**src/rtl/cdb_arbiter_if.sv**
```systemverilog
// Result-collection / common-data-bus bundle between the functional units and cdb_arbiter.
// The master modport is the arbiter side; the slave modport is the functional-unit side.
interface cdb_arbiter_if #(
    parameter int DATA_WIDTH = 64,
    parameter int N_SRC      = 4,
    parameter int RS_ID_W    = 3
);
    logic [N_SRC-1:0]            src_valid;
    logic [N_SRC*DATA_WIDTH-1:0] src_result;
    logic [N_SRC*RS_ID_W-1:0]    src_rs_id;
    logic [N_SRC-1:0]            retire;
    logic                        cdb_valid;
    logic [DATA_WIDTH-1:0]       cdb_result;
    logic [RS_ID_W-1:0]          cdb_rs_id;
    logic                        busy;

    modport master (
        input  src_valid, src_result, src_rs_id,
        output retire, cdb_valid, cdb_result, cdb_rs_id, busy
    );

    modport slave (
        output src_valid, src_result, src_rs_id,
        input  retire, cdb_valid, cdb_result, cdb_rs_id, busy
    );
endinterface

```
**src/rtl/cdb_arbiter.sv**
```systemverilog
// Round-robin arbiter broadcasting one functional-unit result per cycle on the CDB.
// Optional CDB_ARB_STATS_EN adds saturating broadcast/conflict counters.
module cdb_arbiter #(
    parameter int DATA_WIDTH = 64,
    parameter int N_SRC      = 4,
    parameter int RS_ID_W    = 3
) (
    input  logic          clk,
    input  logic          rst,
    cdb_arbiter_if.master cdb
`ifdef CDB_ARB_STATS_EN
    ,
    output logic [31:0]   stat_broadcasts_o,
    output logic [31:0]   stat_conflicts_o
`endif
);
    localparam int PTR_W = $clog2(N_SRC);
    localparam logic [PTR_W-1:0] LAST_SRC = PTR_W'(N_SRC - 1);

    logic [DATA_WIDTH-1:0] src_res_arr [N_SRC];
    logic [RS_ID_W-1:0]    src_id_arr  [N_SRC];

    logic [N_SRC-1:0]      retire_q, retire_d;
    logic                  cdb_valid_q;
    logic [DATA_WIDTH-1:0] cdb_result_q;
    logic [RS_ID_W-1:0]    cdb_rs_id_q;
    logic [PTR_W-1:0]      rr_ptr_q, rr_ptr_d;

    logic [N_SRC-1:0]      elig;
    logic                  grant;
    logic [PTR_W-1:0]      win;
    logic [PTR_W-1:0]      cand;
    int                    scan_idx;
    logic                  busy;

    for (genvar i = 0; i < N_SRC; i++) begin : g_unpack
        assign src_res_arr[i] = cdb.src_result[i*DATA_WIDTH +: DATA_WIDTH];
        assign src_id_arr[i]  = cdb.src_rs_id[i*RS_ID_W +: RS_ID_W];
    end

    // A source retired this cycle still shows its old result, so it is masked out.
    assign elig = cdb.src_valid & ~retire_q;

    always_comb begin
        grant    = 1'b0;
        win      = '0;
        cand     = '0;
        scan_idx = 0;
        for (int k = 0; k < N_SRC; k++) begin
            scan_idx = int'(rr_ptr_q) + k;
            if (scan_idx >= N_SRC) scan_idx = scan_idx - N_SRC;
            cand = scan_idx[PTR_W-1:0];
            if (!grant && elig[cand]) begin
                grant = 1'b1;
                win   = cand;
            end
        end
        retire_d = grant ? (N_SRC'(1) << win) : '0;
        rr_ptr_d = rr_ptr_q;
        if (grant) rr_ptr_d = (win == LAST_SRC) ? '0 : win + 1'b1;
    end

    assign busy = rst && ($countones(elig) > 1);

    // NOTE: state registers use non-blocking assignments so every flop samples pre-edge values.
    always_ff @(posedge clk or negedge rst) begin
        if (!rst) begin
            retire_q     <= '0;
            cdb_valid_q  <= 1'b0;
            cdb_result_q <= '0;
            cdb_rs_id_q  <= '0;
            rr_ptr_q     <= '0;
        end else begin
            retire_q    <= retire_d;
            cdb_valid_q <= grant;
            rr_ptr_q    <= rr_ptr_d;
            if (grant) begin
                cdb_result_q <= src_res_arr[win];
                cdb_rs_id_q  <= src_id_arr[win];
            end
        end
    end

    assign cdb.retire     = retire_q;
    assign cdb.cdb_valid  = cdb_valid_q;
    assign cdb.cdb_result = cdb_result_q;
    assign cdb.cdb_rs_id  = cdb_rs_id_q;
    assign cdb.busy       = busy;

`ifdef CDB_ARB_STATS_EN
    logic [31:0] stat_bcast_q, stat_conf_q;

    always_ff @(posedge clk or negedge rst) begin
        if (!rst) begin
            stat_bcast_q <= '0;
            stat_conf_q  <= '0;
        end else begin
            if (grant && stat_bcast_q != '1) stat_bcast_q <= stat_bcast_q + 32'd1;
            if (busy && stat_conf_q != '1)   stat_conf_q  <= stat_conf_q + 32'd1;
        end
    end

    assign stat_broadcasts_o = stat_bcast_q;
    assign stat_conflicts_o  = stat_conf_q;
`endif
endmodule
```
**src/flat_wrapper.sv**
```systemverilog
// flat-port wrapper written by rule: the top's interface ports become plain ports
module cdb_arbiter_flat 
#(
    parameter int DATA_WIDTH = 64,
    parameter int N_SRC      = 4,
    parameter int RS_ID_W    = 3
)
  (clk, rst, cdb_src_valid, cdb_src_result, cdb_src_rs_id, cdb_retire, cdb_cdb_valid, cdb_cdb_result, cdb_cdb_rs_id, cdb_busy);
  cdb_arbiter_if #(.DATA_WIDTH(DATA_WIDTH), .N_SRC(N_SRC), .RS_ID_W(RS_ID_W)) cdb_i ();
  input  logic clk;
  input  logic rst;
  input wire logic [$bits(cdb_i.src_valid)-1:0] cdb_src_valid;
  input wire logic [$bits(cdb_i.src_result)-1:0] cdb_src_result;
  input wire logic [$bits(cdb_i.src_rs_id)-1:0] cdb_src_rs_id;
  output wire logic [$bits(cdb_i.retire)-1:0] cdb_retire;
  output wire logic [$bits(cdb_i.cdb_valid)-1:0] cdb_cdb_valid;
  output wire logic [$bits(cdb_i.cdb_result)-1:0] cdb_cdb_result;
  output wire logic [$bits(cdb_i.cdb_rs_id)-1:0] cdb_cdb_rs_id;
  output wire logic [$bits(cdb_i.busy)-1:0] cdb_busy;
  assign cdb_i.src_valid = cdb_src_valid;
  assign cdb_i.src_result = cdb_src_result;
  assign cdb_i.src_rs_id = cdb_src_rs_id;
  assign cdb_retire = cdb_i.retire;
  assign cdb_cdb_valid = cdb_i.cdb_valid;
  assign cdb_cdb_result = cdb_i.cdb_result;
  assign cdb_cdb_rs_id = cdb_i.cdb_rs_id;
  assign cdb_busy = cdb_i.busy;
  cdb_arbiter #(.DATA_WIDTH(DATA_WIDTH), .N_SRC(N_SRC), .RS_ID_W(RS_ID_W)) u_core (.clk(clk), .rst(rst), .cdb(cdb_i));
endmodule
```
**config.mk**
```make
export PLATFORM = sky130hd
export DESIGN_NAME = cdb_arbiter_flat
export DESIGN_NICKNAME = d
export VERILOG_FILES = /design/src/rtl/cdb_arbiter_if.sv /design/src/rtl/cdb_arbiter.sv /design/src/flat_wrapper.sv
export SDC_FILE = /design/constraint.sdc
export NUM_CORES = 1
export LEC_CHECK = 0
export BUFFER_PORTS_ARGS = -buffer_cell sky130_fd_sc_hd__buf_2
export CORE_AREA = 4 4 133 135
export DETAILED_ROUTE_END_ITERATION = 16
export DIE_AREA = 0 0 137 139
export HOLD_SLACK_MARGIN = 0.03
export PLACE_DENSITY = 0.61
export RECOVER_POWER = 25
export SKIP_LAST_GASP = 1
export SLEW_MARGIN = 40
export SYNTH_ARGS = -nofsm -noshare
export SYNTH_HDL_FRONTEND = slang
export SYNTH_SLANG_ARGS = --single-unit
```
**constraint.sdc**
```tcl
create_clock -name clk -period 2.6 [get_ports clk]
set_input_delay 0 -clock clk [delete_from_list [all_inputs] [get_ports clk]]
set_output_delay 0 -clock clk [all_outputs]
set_load 0.05 [all_outputs]
```
==> results of run 1 <==
worst min-delay path: cells and delay by family:
family	cells	cell delay, ns
AOI/OAI and AO/OA	2	0.24
buffers and inverters	1	0.07
per-stage QoR:
stage,setup slack [ns],util (%),std cells,cell area [µm²],hold WS (ns)
2_1_floorplan,0.332,-,499,4830,-0.296
3_5_place_dp,0.395,41.3,1032,6800,0.109
4_1_cts,0.0355,51.5,1183,8470,0.0302
3_3_place_gp,0.459,41.3,1032,6800,0.112
6_report,0.0760,51.8,1191,8530,0.0419
5_1_grt,0.00740,51.8,1191,8530,0.0376
layer usage:
| metal | share of wire, % | routed length (µm) |
|---|---|---|
| met5 | 0 | 0 |
| met1 | 39 | 8110 |
| met3 | 7.4 | 1550 |
| met2 | 51 | 10800 |
| met4 | 2.9 | 605 |
registers in the layout, summed over array words and instances (netlist names):
signal and count:
u_core.rr_ptr_q 2, u_core.cdb.cdb_rs_id 3, u_core.cdb.cdb_valid 1, u_core.cdb.retire 4, u_core.cdb.cdb_result 64
final timing paths:
path / start / end / depth (start not counted)
worst max-delay path: u_core.rr_ptr_q[1]$_DFFE_PN0P_ / u_core.cdb.cdb_result[39]$_DFFE_PN0P_ / 7
worst min-delay path: cdb_src_result[26] / u_core.cdb.cdb_result[26]$_DFFE_PN0P_ / 3
max in group asynchronous: rst / u_core.cdb.cdb_result[32]$_DFFE_PN0P_ / 4
worst max register to register: u_core.rr_ptr_q[1]$_DFFE_PN0P_ / u_core.cdb.cdb_result[39]$_DFFE_PN0P_ / 7
min in group asynchronous: rst / u_core.cdb.cdb_result[62]$_DFFE_PN0P_ / 3
worst min register to register: u_core.cdb.cdb_result[38]$_DFFE_PN0P_ / u_core.cdb.cdb_result[38]$_DFFE_PN0P_ / 2
power by group:
part	switching (mW)	total (mW)	internal, mW
clock network	0.524	1.36	0.839
logic	4.74	7.07	2.34
registers	0.339	2.10	1.76
total	5.60	10.5	4.94
area by class of cell:
class / instances / area share, %
clock inverters: 7 / 1.10
well taps: 220 / 3.23
clock buffers: 9 / 2.64
flip-flops and latches: 74 / 21.7
inverters: 2 / 0.0880
repair buffers: 505 / 38.4
multi-input cells: 374 / 32.8
repair_timing:
action / CTS / global route
gates resized for setup: 0 / 3
endpoints found under the hold margin: 96 / 1
setup buffers: 0 / 5
hold buffers: 135 / 2
setup endpoints to repair: 0 / 19
placed cells by master (no fill, tap or decap), drive strengths merged, types with 2 or more instances in the layout:
master	n
inv	2
clkinv	3
a21oi	3
clkinvlp	2
bufinv	2
and2	2
mux2i	67
dfrtp	74
nor2	72
dlygate4sd3	137
nand2	5
buf	345
nor2b	4
a211oi	135
o21ai	5
and3	67
clkbuf	32
nand2b	3
logic make-up (layout without fill, tap and decap cells):
| group | after synthesis | after routing | synth area share [%] |
|---|---|---|---|
| AO/OA/AOI/OAI | 144 | 144 | 24.8 |
| XOR/XNOR | 1 | 1 | 0.182 |
| adder cells (fa/ha/maj) | 2 | 2 | 0.674 |
| buffers and inverters | 52 | 523 | 5.06 |
| flip-flops | 74 | 74 | 38.4 |
| multiplexers | 67 | 67 | 13.9 |
| AND/OR/NAND/NOR | 159 | 160 | 17.0 |
==> impl_metrics.env, run 1 <==
export IMPL_status="completed"
export IMPL_syn_area_per_cell_um2=9.67
export IMPL_total_clock_buffers_created_by_cts=9
export IMPL_critical_path_slowest_stage_cell="dlygate4sd3_1"
export IMPL_grt_antenna_before_repair=0
export IMPL_synth_sequential_area_ratio_pct=38.4
export IMPL_crit_chain="and4bb_1 > a211oi_4 > nand2_8 > buf_12 > mux2i_1 > dlygate4sd3_1 > a211oi_1"
export IMPL_critPathCaptureType="flip-flop"
export IMPL_dominantRegCellSynth="dfrtp_1"
export IMPL_overflow=0
export IMPL_cts_root_buffer="clkbuf_16"
export IMPL_drive_above_1_share_pct=40.7
export IMPL_synth_warning_count=0
export IMPL_grt_max_degree=73
export IMPL_setup_repair_after_global_routing_missed_its_margin="no"
export IMPL_antenna_cells=0
export IMPL_clock_path_buffers=2
export IMPL_synthDominantAreaCellType="dfrtp_1"
export IMPL_critical_path_required_ns=2.84
export IMPL_synth_cells=499
export IMPL_worstHoldPathType="in2reg"
export IMPL_detailedRoute_firstIterationViolations=309
export IMPL_worst_pin_slew_ns=0.965
export IMPL_clkTransAtPathRegs_ns=0.06
export IMPL_syn_nets=775
export IMPL_finalPower_mw=10.5
export IMPL_use_met3_pct=4.21
export IMPL_groute_layer_met1_usage_pct=23.7
export IMPL_tritoncts_num_sinks=74
export IMPL_synth_most_common_cell="a211oi_1"
export IMPL_clock_insertion_delay_worst_skew_ns=0.33
export IMPL_drtPass1Iterations=4
export IMPL_vias_per_cell=5.02
export IMPL_critical_path_n_buffers_inverters=2
export IMPL_critical_path_top_delay_family="buffers and inverters"
export IMPL_area_of_the_multi_input_gates_um2=2800
export IMPL_ys_top_cells_by_count="a211oi_1, dfrtp_1, nor2_1, and3_1, mux2i_1"
export IMPL_clock_skew_ns=0.00827
export IMPL_netlist_cell_type_count=32
export IMPL_fp_dieH_um=139
export IMPL_gr_usage_all_layers_pct=20.6
export IMPL_max_stage_delay_ns=0.57
export IMPL_synthesis_area_um2=4830
export IMPL_initial_utilization_pct=29.3
export IMPL_max_cap_violations=0
export IMPL_design_portCount=347
export IMPL_report_final_slew_viol_count=0
export IMPL_vdd_drop_max_v=0.000639
export IMPL_synth_area_top_cells="dfrtp_1, a211oi_1, mux2i_1, and3_1, a211oi_2"
export IMPL_area_growth_synth_to_final_pct=76.7
export IMPL_grt_busiest_layer="met2"
export IMPL_headroom_to_the_max_slew_limit_pct=35.7
export IMPL_critPathArrivalTime_ns=2.77
export IMPL_hold_viol_final=0
export IMPL_post_synth_top_area_fraction_pct=38.4
export IMPL_p_leak_nw=4.20
export IMPL_synth_enable_flop_cells=0
export IMPL_cts_tree="done"
export IMPL_post_drt_wl_per_cell_um=17.7
export IMPL_wl_um=21000
export IMPL_die_width_um=137
export IMPL_global_route_wire_length_before_repair_um=31400
export IMPL_setup_viol=0
export IMPL_setup_total_negative_slack_ns=0
export IMPL_place_port_buffers=346
export IMPL_seqCellArea_um2=1850
export IMPL_critical_path_class="reg2reg"
export IMPL_worst_r2r_setup_slack_ns=0.08
export IMPL_dieArea_um2=19000
export IMPL_drc_errors=0
export IMPL_detailed_route_via_count=5975
export IMPL_grt_use_met2_pct=37.0
export IMPL_design_core_area_um2=16500
export IMPL_gpl_final_weighted_congestion=0.806
export IMPL_layout_nets=1242
export IMPL_ant_nets=0
export IMPL_critical_path_max_fanout=32
export IMPL_ys_ff_latch=74
export IMPL_ys_async_sr_fraction_pct=100
export IMPL_fmax_ghz=0.396
export IMPL_htree_levels=3
export IMPL_finalWorstPathRequiredPeriod_ns=2.52
export IMPL_fin_crit_sh_pct=97.1
export IMPL_fillers=1534
export IMPL_detailedPlacementHpwl_um=13600
export IMPL_num_rows=47
export IMPL_startpoint_type="flip-flop"
export IMPL_pwr_density_cell_nw_per_um2=1240
export IMPL_first_global_vias=6217
Note: power is estimated with default switching activity, not from simulation.
==> inputs of run 2 (changes only) <==
Settings changed: CELL_PAD_IN_SITES_DETAIL_PLACEMENT from default to 0, CELL_PAD_IN_SITES_GLOBAL_PLACEMENT from default to 1, CORE_AREA 4 4 133 135 to default, CORE_MARGIN from default to 4, CORE_UTILIZATION from default to 29, DIE_AREA 0 0 137 139 to default, PLACE_DENSITY 0.61 to 0.82, REMOVE_ABC_BUFFERS from default to 1.
==> run 2 against run 1 <==
  * First-iteration DRC count is 24% lower
  * Setup slack better by 0.064 ns
  * Combinational power is 3.0% lower
  * Clock power is 9% lower
  * Global-route usage is 0.98 points higher
  * Critical endpoint is now u_core.cdb.cdb_result[53]$_DFFE_PN0P_
  * Sequential power hardly changed
  * Design area is 0.66% higher
  * Sequential share of layout area is 0.14 points lower
  * Critical path depth stayed put
  * Total power is 3.3% lower
  * Highest routed layer unchanged
==> impl_metrics.env, run 2 (synthesis gave the netlist of run 1 again) <==
export IMPL_gpl_final_weighted_congestion=0.791
export IMPL_regToRegStartpoint="u_core.rr_ptr_q[1]$_DFFE_PN0P_"
export IMPL_clock_path_buffers=2
export IMPL_detailed_route_via_count=6002
export IMPL_grt_max_degree=68
export IMPL_place_inst=1024
export IMPL_fin_crit_sh_pct=94.6
export IMPL_largest_register_ffs=64
export IMPL_overflow=0
export IMPL_most_common_cell_after_layout_fill_and_taps_aside="buf_2"
export IMPL_drive_above_1_share_pct=39.6
export IMPL_critical_path_class="reg2reg"
export IMPL_post_drt_wl_per_cell_um=17.6
export IMPL_fillers=1473
export IMPL_clock_insertion_delay_worst_skew_ns=0.34
export IMPL_die_width_um=137
export IMPL_critical_path_max_fanout=41
export IMPL_timing_hold_worst_start="cdb_src_result[216]"
export IMPL_setup_repair_after_global_routing_missed_its_margin="no"
export IMPL_dieArea_um2=18800
export IMPL_drtPass1Iterations=4
export IMPL_fp_dieH_um=137
export IMPL_rr_worst_depth=7
export IMPL_finalWorstPathRequiredPeriod_ns=2.46
export IMPL_antenna_cells=0
export IMPL_htree_levels=3
export IMPL_total_clock_buffers_created_by_cts=9
export IMPL_drc_errors=0
export IMPL_worstHoldPathType="in2reg"
export IMPL_report_final_slew_viol_count=0
export IMPL_crit_chain="and4bb_1 > a211oi_4 > nand2_8 > buf_12 > mux2i_1 > dlygate4sd3_1 > a211oi_1"
export IMPL_post_layout_nonfiller_instances=1195
export IMPL_critical_path_slowest_stage_cell="dlygate4sd3_1"
export IMPL_initial_utilization_pct=29.9
export IMPL_final_critical_path_setup_slack_ns=0.140
export IMPL_num_rows=46
export IMPL_timing_rr_end="u_core.cdb.cdb_result[53]$_DFFE_PN0P_"
export IMPL_area_growth_synth_to_final_pct=77.9
export IMPL_grt_antenna_before_repair=0
export IMPL_vias_per_cell=5.02
export IMPL_max_cap_violations=0
export IMPL_global_route_wire_length_before_repair_um=32000
export IMPL_startpoint_type="flip-flop"
export IMPL_place_port_buffers=346
export IMPL_hold_viol_final=0
export IMPL_worst_hold_path_endpoint="u_core.cdb.cdb_result[24]$_DFFE_PN0P_"
export IMPL_status="completed"
export IMPL_setup_viol=0
export IMPL_ant_nets=0
export IMPL_design_core_area_um2=16100
export IMPL_critPathArrivalTime_ns=2.70
export IMPL_layout_nets=1250
export IMPL_layout_common_cells="buf_2, dlygate4sd3_1, a211oi_1"
export IMPL_clkTransAtPathRegs_ns=0.06
export IMPL_headroom_to_the_max_slew_limit_pct=33.4
export IMPL_pwr_density_cell_nw_per_um2=1190
export IMPL_wl_um=21000
export IMPL_vdd_drop_max_v=0.000546
export IMPL_detailedPlacementHpwl_um=13500
export IMPL_critPathCaptureType="flip-flop"
export IMPL_cts_root_buffer="clkbuf_16"
export IMPL_tritoncts_num_sinks=74
export IMPL_first_global_vias=6284
export IMPL_max_stage_delay_ns=0.57
export IMPL_p_leak_nw=4.22
export IMPL_worst_pin_slew_ns=0.999
export IMPL_fmax_ghz=0.406
export IMPL_design_portCount=347
export IMPL_cts_tree="done"
export IMPL_pre_cts_ws_ns=0.423
export IMPL_worst_r2r_setup_slack_ns=0.14
export IMPL_detailedRoute_firstIterationViolations=236
export IMPL_clock_skew_ns=0.00700
export IMPL_gr_usage_all_layers_pct=21.6
export IMPL_whs_path_depth=3
export IMPL_critical_path_required_ns=2.84
[run 2: worst max-delay path, delay by kind of cell, from the launching register on]
| kind | cells | cell delay (ns) |
|---|---|---|
| AO/OA/AOI/OAI | 2 | 0.59 |
| AND/OR/NAND/NOR | 2 | 0.40 |
| multiplexers | 1 | 0.14 |
| flip-flops | 1 | 0.44 |
| buffers and inverters | 2 | 0.77 |
[run 2: through the flow]
step	util (%)	power (mW)	hold WS, ns	instance area [µm²]	setup TNS, ns
2_1_floorplan	-	6.59	-0.296	4590	-247.19
4_1_cts	53.2	10.2	0.0306	8580	0
6_report	53.3	10.2	0.0393	8580	0
3_5_place_dp	42.0	8.72	0.00991	6770	0
5_1_grt	53.3	10.8	0.0414	8580	0
3_3_place_gp	42.0	8.67	0.00345	6770	0
[run 2: area by class of cell]
type	count	area [µm²]	area share (%)
Multi-Input combinational cell	373	2780	32.4
Sequential cell	74	1850	21.6
Clock buffer	10	229	2.67
Inverter	2	7.51	0.0875
Clock inverter	6	57.6	0.670
Tap cell	216	270	3.15
Timing Repair Buffer	514	3390	39.4
[run 2: how the worst max path moves through the flow]
stage / cells past startpoint / from / slack, ns / endpoint
after floorplan: 7 / u_core.cdb.retire[0]$_DFF_PN0_ / -3.54 / u_core.rr_ptr_q[1]$_DFFE_PN0P_
after global placement: 6 / u_core.rr_ptr_q[1]$_DFFE_PN0P_ / 0.44 / u_core.cdb.cdb_rs_id[1]$_DFFE_PN0P_
after detailed placement: 6 / u_core.rr_ptr_q[1]$_DFFE_PN0P_ / 0.42 / u_core.cdb.cdb_rs_id[1]$_DFFE_PN0P_
after CTS: 7 / u_core.rr_ptr_q[1]$_DFFE_PN0P_ / 0.02 / u_core.cdb.cdb_result[26]$_DFFE_PN0P_
after global routing: 7 / u_core.rr_ptr_q[1]$_DFFE_PN0P_ / 0.02 / u_core.cdb.cdb_result[45]$_DFFE_PN0P_
final: 7 / u_core.rr_ptr_q[1]$_DFFE_PN0P_ / 0.14 / u_core.cdb.cdb_result[53]$_DFFE_PN0P_
[run 2: power breakdown]
part	total [mW]	switching [mW]	internal, mW
Combinational	6.86	4.64	2.21
Clock	1.24	0.505	0.737
Sequential	2.09	0.329	1.76
[run 2: what timing repair did]
item	CTS	global route
setup buffers	0	3
hold endpoints to repair	102	0
resized for setup	0	2
hold buffers	152	0
setup endpoints to repair	0	5
[run 2: metal layers]
metal	vias up	GRT usage, %	share of wire, %
li1	2845	-	-
met1	2788	24.4	37
met2	312	37.8	50
met3	57	5.29	9.1
met4	0	10.9	3.7
met5	-	0	0
